===== config.mk =====
export PLATFORM = sky130hd
export DESIGN_NAME = trng_key_collector_flat
export DESIGN_NICKNAME = d
export VERILOG_FILES = /design/src/rtl/trng_key_collector_if.sv /design/src/rtl/trng_key_collector.sv /design/src/flat_wrapper.sv
export SDC_FILE = /design/constraint.sdc
export NUM_CORES = 1
export LEC_CHECK = 0
export ABC_CLOCK_PERIOD_IN_PS = 2400
export BUFFER_PORTS_ARGS = -buffer_cell sky130_fd_sc_hd__buf_2
export CORE_MARGIN = 2
export CORE_UTILIZATION = 40
export CTS_BUF_LIST = sky130_fd_sc_hd__clkbuf_8 sky130_fd_sc_hd__clkbuf_16
export CTS_CLUSTER_SIZE = 30
export DETAILED_ROUTE_END_ITERATION = 12
export GPL_ROUTABILITY_DRIVEN = 0
export PLACE_DENSITY = 0.67
export SETUP_SLACK_MARGIN = 0.3
export SLEW_MARGIN = 20
export SYNTH_ARGS = -nofsm -noshare
export SYNTH_HDL_FRONTEND = slang
export SYNTH_SLANG_ARGS = --single-unit

===== constraint.sdc =====
create_clock -name clk -period 2.4 [get_ports clk]
set_input_delay 0.12 -clock clk [delete_from_list [all_inputs] [get_ports clk]]
set_output_delay 0.12 -clock clk [all_outputs]
set_load 0.02 [all_outputs]

===== src/rtl/trng_key_collector_if.sv =====
// Purpose: bundles the TRNG FIFO read port and the key valid/ack port of the key collector.
// Latency: none, wires only.
// Backpressure: trng_ready throttles reads; key_ack releases a presented key.
`timescale 1ns/1ps
interface trng_key_collector_if #(
    parameter int KEY_W = 64
);
    logic             start;
    logic             trng_ready;
    logic             trng_rd;
    logic [7:0]       trng_byte;
    logic [KEY_W-1:0] key_out;
    logic             key_valid;
    logic             key_ack;
    logic             busy;
    logic             health_fail;

    // Requester side: owns the FIFO data and the key consumer.
    modport master (
        output start, trng_ready, trng_byte, key_ack,
        input  trng_rd, key_out, key_valid, busy, health_fail
    );

    // Collector side.
    modport slave (
        input  start, trng_ready, trng_byte, key_ack,
        output trng_rd, key_out, key_valid, busy, health_fail
    );
endinterface


===== src/rtl/trng_key_collector.sv =====
// Purpose: pulls KEY_BYTES bytes from the TRNG FIFO, repetition-count tests them, presents one key.
// Latency: 2 cycles per byte with trng_ready high; key_valid 2*KEY_BYTES+1 edges after start.
// Backpressure: no read while trng_ready is low; a key is held until key_ack while key_valid.
`timescale 1ns/1ps
module trng_key_collector #(
    parameter int KEY_BYTES = 8,
    parameter int REP_LIMIT = 4
) (
    input  logic                  clk,
    input  logic                  reset_n,
    trng_key_collector_if.slave   bus
);
    localparam int KEY_W = 8 * KEY_BYTES;
    localparam int CNT_W = $clog2(KEY_BYTES);

    typedef enum logic [1:0] {
        ST_IDLE    = 2'd0,
        ST_FETCH   = 2'd1,
        ST_WAIT    = 2'd2,
        ST_PRESENT = 2'd3
    } state_t;

    state_t             state;
    logic [CNT_W-1:0]   byte_cnt;
    logic [KEY_W-1:0]   shift_q;
    logic [7:0]         run_len;
    logic [7:0]         next_run;
    logic               key_valid_q;
    logic [KEY_W-1:0]   key_out_q;
    logic               busy_q;
    logic               health_fail_q;

    // Read strobe decoded from registered state so an async reset kills it at once.
    assign bus.trng_rd     = (state == ST_FETCH) && bus.trng_ready;
    assign bus.key_valid   = key_valid_q;
    assign bus.key_out     = key_out_q;
    assign bus.busy        = busy_q;
    assign bus.health_fail = health_fail_q;

    // Run length after the byte on trng_byte; a zero run marks the first byte of a key.
    always_comb begin
        next_run = 8'd1;
        if (run_len != 8'd0 && bus.trng_byte == shift_q[7:0]) begin
            next_run = run_len + 8'd1;
        end
    end

    // Main FSM with registered outputs.
    always_ff @(posedge clk or negedge reset_n) begin
        if (!reset_n) begin
            state         <= ST_IDLE;
            byte_cnt      <= '0;
            shift_q       <= '0;
            run_len       <= '0;
            key_valid_q   <= 1'b0;
            key_out_q     <= '0;
            busy_q        <= 1'b0;
            health_fail_q <= 1'b0;
        end else begin
            health_fail_q <= 1'b0;
            case (state)
                ST_IDLE: begin
                    if (bus.start) begin
                        state    <= ST_FETCH;
                        busy_q   <= 1'b1;
                        byte_cnt <= '0;
                        shift_q  <= '0;
                        run_len  <= '0;
                    end
                end
                ST_FETCH: begin
                    if (bus.trng_ready) begin
                        state <= ST_WAIT;
                    end
                end
                ST_WAIT: begin
                    if (next_run == 8'(REP_LIMIT)) begin
                        // Health failure wins over completion: drop the partial key and retry.
                        health_fail_q <= 1'b1;
                        byte_cnt      <= '0;
                        shift_q       <= '0;
                        run_len       <= '0;
                        state         <= ST_FETCH;
                    end else begin
                        shift_q <= {shift_q[KEY_W-9:0], bus.trng_byte};
                        run_len <= next_run;
                        if (byte_cnt == CNT_W'(KEY_BYTES - 1)) begin
                            state <= ST_PRESENT;
                        end else begin
                            byte_cnt <= byte_cnt + 1'b1;
                            state    <= ST_FETCH;
                        end
                    end
                end
                ST_PRESENT: begin
                    if (key_valid_q && bus.key_ack) begin
                        key_valid_q <= 1'b0;
                        key_out_q   <= '0;
                        byte_cnt    <= '0;
                        shift_q     <= '0;
                        run_len     <= '0;
                        if (bus.start) begin
                            state <= ST_FETCH;
                        end else begin
                            state  <= ST_IDLE;
                            busy_q <= 1'b0;
                        end
                    end else begin
                        key_valid_q <= 1'b1;
                        key_out_q   <= shift_q;
                    end
                end
                default: begin
                    state  <= ST_IDLE;
                    busy_q <= 1'b0;
                end
            endcase
        end
    end
endmodule


===== src/flat_wrapper.sv =====
// flat-port wrapper written by rule: the top's interface ports become plain ports
module trng_key_collector_flat 
#(
    parameter int KEY_BYTES = 8,
    parameter int REP_LIMIT = 4
)
  (clk, reset_n, bus_start, bus_trng_ready, bus_trng_byte, bus_key_ack, bus_trng_rd, bus_key_out, bus_key_valid, bus_busy, bus_health_fail);
  trng_key_collector_if #(.KEY_W((8 * (8)))) bus_i ();
  input  logic clk;
  input  logic reset_n;
  input wire logic [$bits(bus_i.start)-1:0] bus_start;
  input wire logic [$bits(bus_i.trng_ready)-1:0] bus_trng_ready;
  input wire logic [$bits(bus_i.trng_byte)-1:0] bus_trng_byte;
  input wire logic [$bits(bus_i.key_ack)-1:0] bus_key_ack;
  output wire logic [$bits(bus_i.trng_rd)-1:0] bus_trng_rd;
  output wire logic [$bits(bus_i.key_out)-1:0] bus_key_out;
  output wire logic [$bits(bus_i.key_valid)-1:0] bus_key_valid;
  output wire logic [$bits(bus_i.busy)-1:0] bus_busy;
  output wire logic [$bits(bus_i.health_fail)-1:0] bus_health_fail;
  assign bus_i.start = bus_start;
  assign bus_i.trng_ready = bus_trng_ready;
  assign bus_i.trng_byte = bus_trng_byte;
  assign bus_i.key_ack = bus_key_ack;
  assign bus_trng_rd = bus_i.trng_rd;
  assign bus_key_out = bus_i.key_out;
  assign bus_key_valid = bus_i.key_valid;
  assign bus_busy = bus_i.busy;
  assign bus_health_fail = bus_i.health_fail;
  trng_key_collector #(.KEY_BYTES(KEY_BYTES), .REP_LIMIT(REP_LIMIT)) u_core (.clk(clk), .reset_n(reset_n), .bus(bus_i));
endmodule

==> results by group, run 1 <==
Run status
  – Status: finished clean

Place
  – HPWL after DPL: 8090 um
  – Placed insts: 650
  – Cell Area, Placed: 6190 um2
  – IO Port Bufs: 80
  – DP Worst Slack: 55.0 ps

Synthesis
  – Synthesized flop and latch total: 144
  – Top cell type's share of synthesized area: 64.6%
  – Post-synthesis sequential area ratio: 64.6%
  – Ranking of synthesized cells by area: dfrtp_1 65%, a22o_1 20%, clkbuf_1 1.6%
  – Post-synthesis compound-gate area fraction: 24.1%
  – Async set-or-reset flop fraction in the synthesized netlist: 100%
  – Largest family of logic cells by synthesized area: compound AO/OA/AOI/OAI gates
  – XOR/XNOR Fraction of Synth Area: 1.57%
  – Synth cell types: 42
  – Synth Flop Type: dfrtp_1
  – Synth Net Count: 429
  – Simple-Gate Fraction of Synth Area: 4.44%
  – Post-synth EDFFs: 0
  – Syn_area_per_cell: 13.5 um2
  – Post-synthesis adder-cell area fraction: 0.897%
  – Post-Synthesis Cells: 412
  – Ys Warns: 0
  – Post-synthesis mux area share: 0.717%
  – Mapped cell area: 5580 um2
  – Post-synth top area cell: dfrtp_1

Clock network
  – Worst skew pair latency: 410 ps
  – Clock tree sinks: 144
  – Root Buffer: clkbuf_16
  – Clk buf depth: 2
  – CTS tree: done
  – CTS Buf Count: 17
  – H-tree depth: 4
  – Worst-path clk slew: 60 ps

Drt
  – Drt drc: 0
  – Wire length per cell: 18.6 um
  – DR vias: 3925
  – 1st-pass router iterations: 6
  – Antenna viol nets, final: 0
  – Final wirelength: 13000 um
  – Vias per cell: 5.64
  – Starting DRC count in detailed routing: 284

Timing
  – Skew final: 9.56 ps
  – Setup Total Neg Slack: 0 ps
  – Worst Tran Pin Value: 451 ps
  – Tcrit/Tclk final: 96.8%
  – Fin. Hold Viols: 0
  – Fmax: 430 MHz
  – RSZ-0062 raised after global routing: true
  – Max_slew headroom: 69.8%
  – Slew Viols, Final: 0
  – Final worst setup slack: 76.8 ps
  – Number of setup violations in the final report: 0
  – Hold Slack: 79.5 ps
  – Post-route minimum period: 2320 ps

Floorplanning
  – Die Ht: 122 um
  – Die Area: 14900 um2
  – # rows: 43
  – I/O pins: 81
  – Die span in x: 122 um
  – Initial Util: 40.5%
  – Core Region: 13800 um2

Power
  – Sw Share: 33.8%
  – Leak: 3.53 nW
  – Seq pwr share: 38.6%
  – P_sw: 2.86 mW
  – Design Power: 8.47 mW
  – Int Pwr: 5.60 mW
  – Peak supply drop: 0.000617 V
  – Pwr/cell area: 1200 nW/um2
  – Clock Power Share: 34.0%
  – Logic pwr share: 27.4%

Worst setup path
  – RR Endpoint: u_core.shift_q[44]
  – CP Class: flop to flop
  – R2r setup slk: 80 ps
  – Register-to-Register Path Depth: 8
  – Startpoint Class: flop
  – WP data required: 2690 ps
  – Worst r2r src: u_core.run_len[0]
  – Crit-path max FO: 16
  – Worst EP arrival: 2620 ps
  – CP Capture Type: flop

Hold path
  – Min-Delay Endpoint: u_core.state[1]
  – Worst hold stages: 3
  – Hold wc startpoint: bus_trng_ready
  – Worst min-delay path class: input port to flop

Global routing
  – Remaining Overflow, GRT: 0
  – First-pass GRT wire length: 21100 um
  – Initial antenna violation count: 0
  – Pin count of the biggest net entering global routing: 72
  – Vias in the first global route: 3925
  – GRT Total Usage: 18.4%

Finish
  – Fin cells: 696
  – Area grow syn2layout: 26.6%
  – # fillers: 1188
  – Post-layout util: 51.3%
  – Net count, final: 520
  – Design area: 7060 um2
  – Ant. Diodes: 0
  – Layout cells sized above 1: 27.7%

Job
  – Max cap viols: 0
-- registers in the layout (all words and copies together), names as in the netlist --
| name | count |
|---|---|
| u_core.shift_q | 64 |
| u_core.state | 2 |
| u_core.run_len | 8 |
| u_core.bus.health_fail | 1 |
| u_core.bus.busy | 1 |
| u_core.byte_cnt | 3 |
| u_core.bus.key_valid | 1 |
| u_core.bus.key_out | 64 |
-- worst max-delay path: stages, from the launching register on --
cell and delay, ps:
dfrtp_2 430, buf_12 140, ha_4 180, xnor2_2 120
nand4_1 110, a2111o_1 430, o31a_4 410, clkbuf_16 200
a22o_1 190
-- cells by family (layout without fill, tap and decap cells) --
kind of cell	after synthesis	after routing
adders and majority gates	4	4
AOI/OAI and AO/OA	160	160
muxes	4	4
and+or+nand+nor	50	50
DFF	144	144
xor gates and xnor gates	10	10
buffers and inverters	40	144
-- layer usage --
layer | routed length, um | track usage (%) | up-vias
met5 | 0 | 0 | -
met4 | 126 | 5.75 | 0
li1 | - | - | 1768
met2 | 6210 | 28.6 | 99
met3 | 545 | 4.40 | 10
met1 | 6080 | 25.6 | 2048
-- power by group through the flow --
stage	Combinational (mW)	Sequential [mW]	Clock [mW]
floorplan	1.35	3.37	0
global placement	2.10	3.28	0
detailed placement	2.15	3.30	0
CTS	2.28	3.27	2.93
global route	2.53	3.32	3.04
finish	2.32	3.26	2.88
-- cell type report --
cell class              count  area (um2)  area share [%]
clock inverters            12         189            2.67
flip-flops and latches    144        3610            51.1
clock buffers              20         467            6.61
inverters                   5        18.8           0.266
multi-input cells         228        1850            26.1
repair buffers            107         709            10.0
well taps                 180         225            3.19
-- cells in the final DEF (no fill, tap or decap), drive strengths merged, types with 2 or more instances in the layout --
cell type	n
dfrtp	144
a22o	130
buf	96
clkbuf	21
nand2	19
dlygate4sd3	10
xnor2	8
inv	7
nor2	7
o21ai	7
a21oi	6
nand3	5
bufinv	5
nor2b	4
mux2i	4
nor4	4
clkinv	4
ha	4
nand4	3
xor2	2
a21o	2
or3	2
nor3	2
o31ai	2
-- cells in the mapped netlist (2+ instances only) --
library cell and n:
mux2i_1 4, nand3_1 5, nand2_1 19, o21ai_0 7, or3_1 2, o31ai_1 2
buf_1 2, a21o_1 2, nand4_1 3, nor3_1 2, a21oi_1 6, inv_1 5
nor4_1 3, buf_4 2, ha_1 4, nor2b_1 4, a22o_1 130, buf_6 6
xor2_1 2, clkbuf_1 24, dfrtp_1 144, xnor2_1 8, nor2_1 7
-- what timing repair did --
item | in CTS | in global routing
buffers inserted | 2 | 0
hold buffers | 10 | 0
setup endpoints to repair | 69 | 70
hold endpoints to repair | 53 | 0
cloned | 1 | 1
resized for setup | 7 | 5
pin swaps | 1 | 1
-- worst max-delay path by stage --
stage                 startpoint                  to  cells past startpoint
2_1_floorplan  u_core.run_len[1]  u_core.shift_q[10]                      9
3_3_place_gp   u_core.run_len[0]   u_core.shift_q[2]                      7
3_5_place_dp   u_core.run_len[1]   u_core.shift_q[0]                      7
4_1_cts        u_core.run_len[0]   u_core.shift_q[0]                      8
5_1_grt        u_core.run_len[0]  u_core.shift_q[16]                      7
6_report       u_core.run_len[0]  u_core.shift_q[44]                      8
Note: power is estimated with default switching activity, not from simulation.
==> run 2: changes to the inputs <==
--- a/config.mk
+++ b/config.mk
@@ -5,15 +5,14 @@
 export SDC_FILE = /design/constraint.sdc
 export NUM_CORES = 1
 export LEC_CHECK = 0
-export ABC_CLOCK_PERIOD_IN_PS = 2400
+export ABC_CLOCK_PERIOD_IN_PS = 2800
 export BUFFER_PORTS_ARGS = -buffer_cell sky130_fd_sc_hd__buf_2
 export CORE_MARGIN = 2
 export CORE_UTILIZATION = 40
-export CTS_BUF_LIST = sky130_fd_sc_hd__clkbuf_8 sky130_fd_sc_hd__clkbuf_16
 export CTS_CLUSTER_SIZE = 30
 export DETAILED_ROUTE_END_ITERATION = 12
 export GPL_ROUTABILITY_DRIVEN = 0
-export PLACE_DENSITY = 0.67
+export PLACE_DENSITY = 0.64
 export SETUP_SLACK_MARGIN = 0.3
 export SLEW_MARGIN = 20
 export SYNTH_ARGS = -nofsm -noshare
==> constraint.sdc (replaced) <==
create_clock -name clk -period 2.8 [get_ports clk]
set_input_delay 0.14 -clock clk [delete_from_list [all_inputs] [get_ports clk]]
set_output_delay 0.14 -clock clk [all_outputs]
set_load 0.02 [all_outputs]
==> run 2 against run 1 <==
Effect of this change:
- sequential cell count stayed put
- count of clock-buffer cells in the layout decreased by 2
- via count decreased by 3.3%
- final cell count decreased by 1.3%
- critical path depth fell by 1
- core utilization fell by 1.7 points
- sequential share of layout area increased by 1.7 points
- setup slack gained 310 ps
- largest cell class unchanged
- highest routed layer unchanged
==> results by group, run 2 (synthesized netlist as in run 1, its figures left out) <==
Run status
  – Status: finished clean

Hold path
  – Hold wc startpoint: bus_start
  – Worst min-delay path class: input port to flop

Global routing
  – Remaining Overflow, GRT: 0
  – First-pass GRT wire length: 19700 um
  – Met3 GRT Util: 3.93%
  – GRT met1 Usage: 23.3%
  – Pin count of the biggest net entering global routing: 79
  – Vias in the first global route: 3767
  – Busiest grt layer: met2
  – Initial antenna violation count: 0
  – M2 GR Usage: 26.8%
  – GRT Total Usage: 17.0%

Finish
  – Most frequent cells in the layout: 141 x dfrtp_1, 130 x a22o_1, 79 x buf_2
  – Ant. Diodes: 0
  – Layout cells sized above 1: 26.0%
  – Net count, final: 511
  – # fillers: 1241
  – Design area: 6830 um2
  – Area grow syn2layout: 22.4%
  – Most common cell after layout, fill and taps aside: dfrtp_1

Worst setup path
  – CP Launch Point: u_core.run_len[1]
  – Critical path's largest stage delay: 460 ps
  – CP Class: flop to flop
  – Critical path buffers and inverters: 1
  – Top delay family on crit path: compound AO/OA/AOI/OAI gates
  – Crit-path max FO: 65
  – CP Capture Type: flop
  – Startpoint Class: flop
  – Critical-path cell list: ha_2, xnor2_1, nand4_1, a2111o_1, o31a_2, buf_12, a22o_1
  – Worst r2r src: u_core.run_len[1]
  – CP max stage cell: a2111o_1
  – WP data required: 3080 ps
  – Worst EP arrival: 2690 ps

Clock network
  – Root Buffer: clkbuf_16
  – Worst-path clk slew: 60 ps
  – CTS tree: done
  – CTS Buf Count: 17
  – Clock tree sinks: 144
  – Worst skew pair latency: 410 ps
  – Clk buf depth: 2
  – H-tree depth: 4
  – Post-CTS Setup Inserts: 0

Drt
  – 1st-pass router iterations: 5
  – Starting DRC count in detailed routing: 314
  – Antenna viol nets, final: 0
  – Drt drc: 0
  – Vias per cell: 5.52
  – Final wirelength: 12100 um
  – Wire length per cell: 17.6 um
  – DR vias: 3795

Job
  – Max cap viols: 0

Timing
  – Skew final: 13.5 ps
  – Max_slew headroom: 51.8%
  – Worst Tran Pin Value: 722 ps
  – Slew Viols, Final: 0
  – Fmax: 415 MHz
  – Fin. Hold Viols: 0
  – Number of setup violations in the final report: 0
  – Final worst setup slack: 390 ps
  – Setup Total Neg Slack: 0 ps
  – RSZ-0062 raised after global routing: false
  – Post-route minimum period: 2410 ps
  – Tcrit/Tclk final: 86.1%

Power
  – Peak supply drop: 0.000542 V
  – Pwr/cell area: 987 nW/um2
  – Leak: 3.41 nW
  – Design Power: 6.74 mW

Floorplanning
  – Die Area: 14900 um2
  – # rows: 43
  – Initial Util: 40.5%
  – Die Ht: 122 um
  – Die span in x: 122 um
  – I/O pins: 81
  – Core Region: 13800 um2

Place
  – HPWL after DPL: 7760 um
  – IO Port Bufs: 80
  – Cell Area, Placed: 6160 um2
  – DP Worst Slack: 295 ps
-- run 2: final timing paths --
path                                          endpoint  slack, ps  cells past startpoint
min in group asynchronous       u_core.bus.key_out[57]        330                      2
worst max register to register      u_core.shift_q[51]        390                      7
max in group asynchronous       u_core.bus.key_out[37]       1700                      3
worst min-delay path                   u_core.state[0]         30                      2
worst max-delay path                u_core.shift_q[51]        390                      7
worst min register to register  u_core.bus.key_out[15]        500                      1
-- run 2: final cells by class --
class | instances | area [um2] | share of cell area [%]
timing repair buffer | 98 | 602 | 8.81
inverter | 5 | 18.8 | 0.275
clock buffer | 18 | 439 | 6.43
tap | 180 | 225 | 3.30
clock inverter | 14 | 131 | 1.92
sequential | 144 | 3610 | 52.8
multi-input combinational | 228 | 1810 | 26.5
-- run 2: per-layer routing --
layer | vias up | wire [um]
met1 | 1952 | 5590
met3 | 6 | 411
li1 | 1754 | -
met5 | - | 0
met4 | 0 | 121
met2 | 83 | 6000
-- run 2: through the flow --
stage | util [%] | cells | hold slack (ps)
detailed placement | 44.7 | 646 | 222
finish | 49.6 | 687 | 32.8
global placement | 44.7 | 646 | 215
CTS | 49.5 | 687 | 15.6
global route | 49.6 | 687 | 35.9
floorplan | - | 412 | -156
-- run 2: where the power goes --
group | internal [mW] | total [mW] | switching (mW)
clock | 1.26 | 2.14 | 0.879
combinational | 0.619 | 1.81 | 1.19
sequential | 2.44 | 2.79 | 0.358
-- run 2: what timing repair did --
item | in CTS | in global routing
setup endpoints to repair | 7 | 65
hold buffers | 9 | 0
hold endpoints to repair | 84 | 0
gates resized for setup | 1 | 4
cloned | 0 | 0
-- run 2: worst reg2reg max path: stages (launching register included) --
cell and delay, ps:
dfrtp_2 430, ha_2 290, xnor2_1 140, nand4_1 120, a2111o_1 460, o31a_2 380
buf_12 200, a22o_1 260
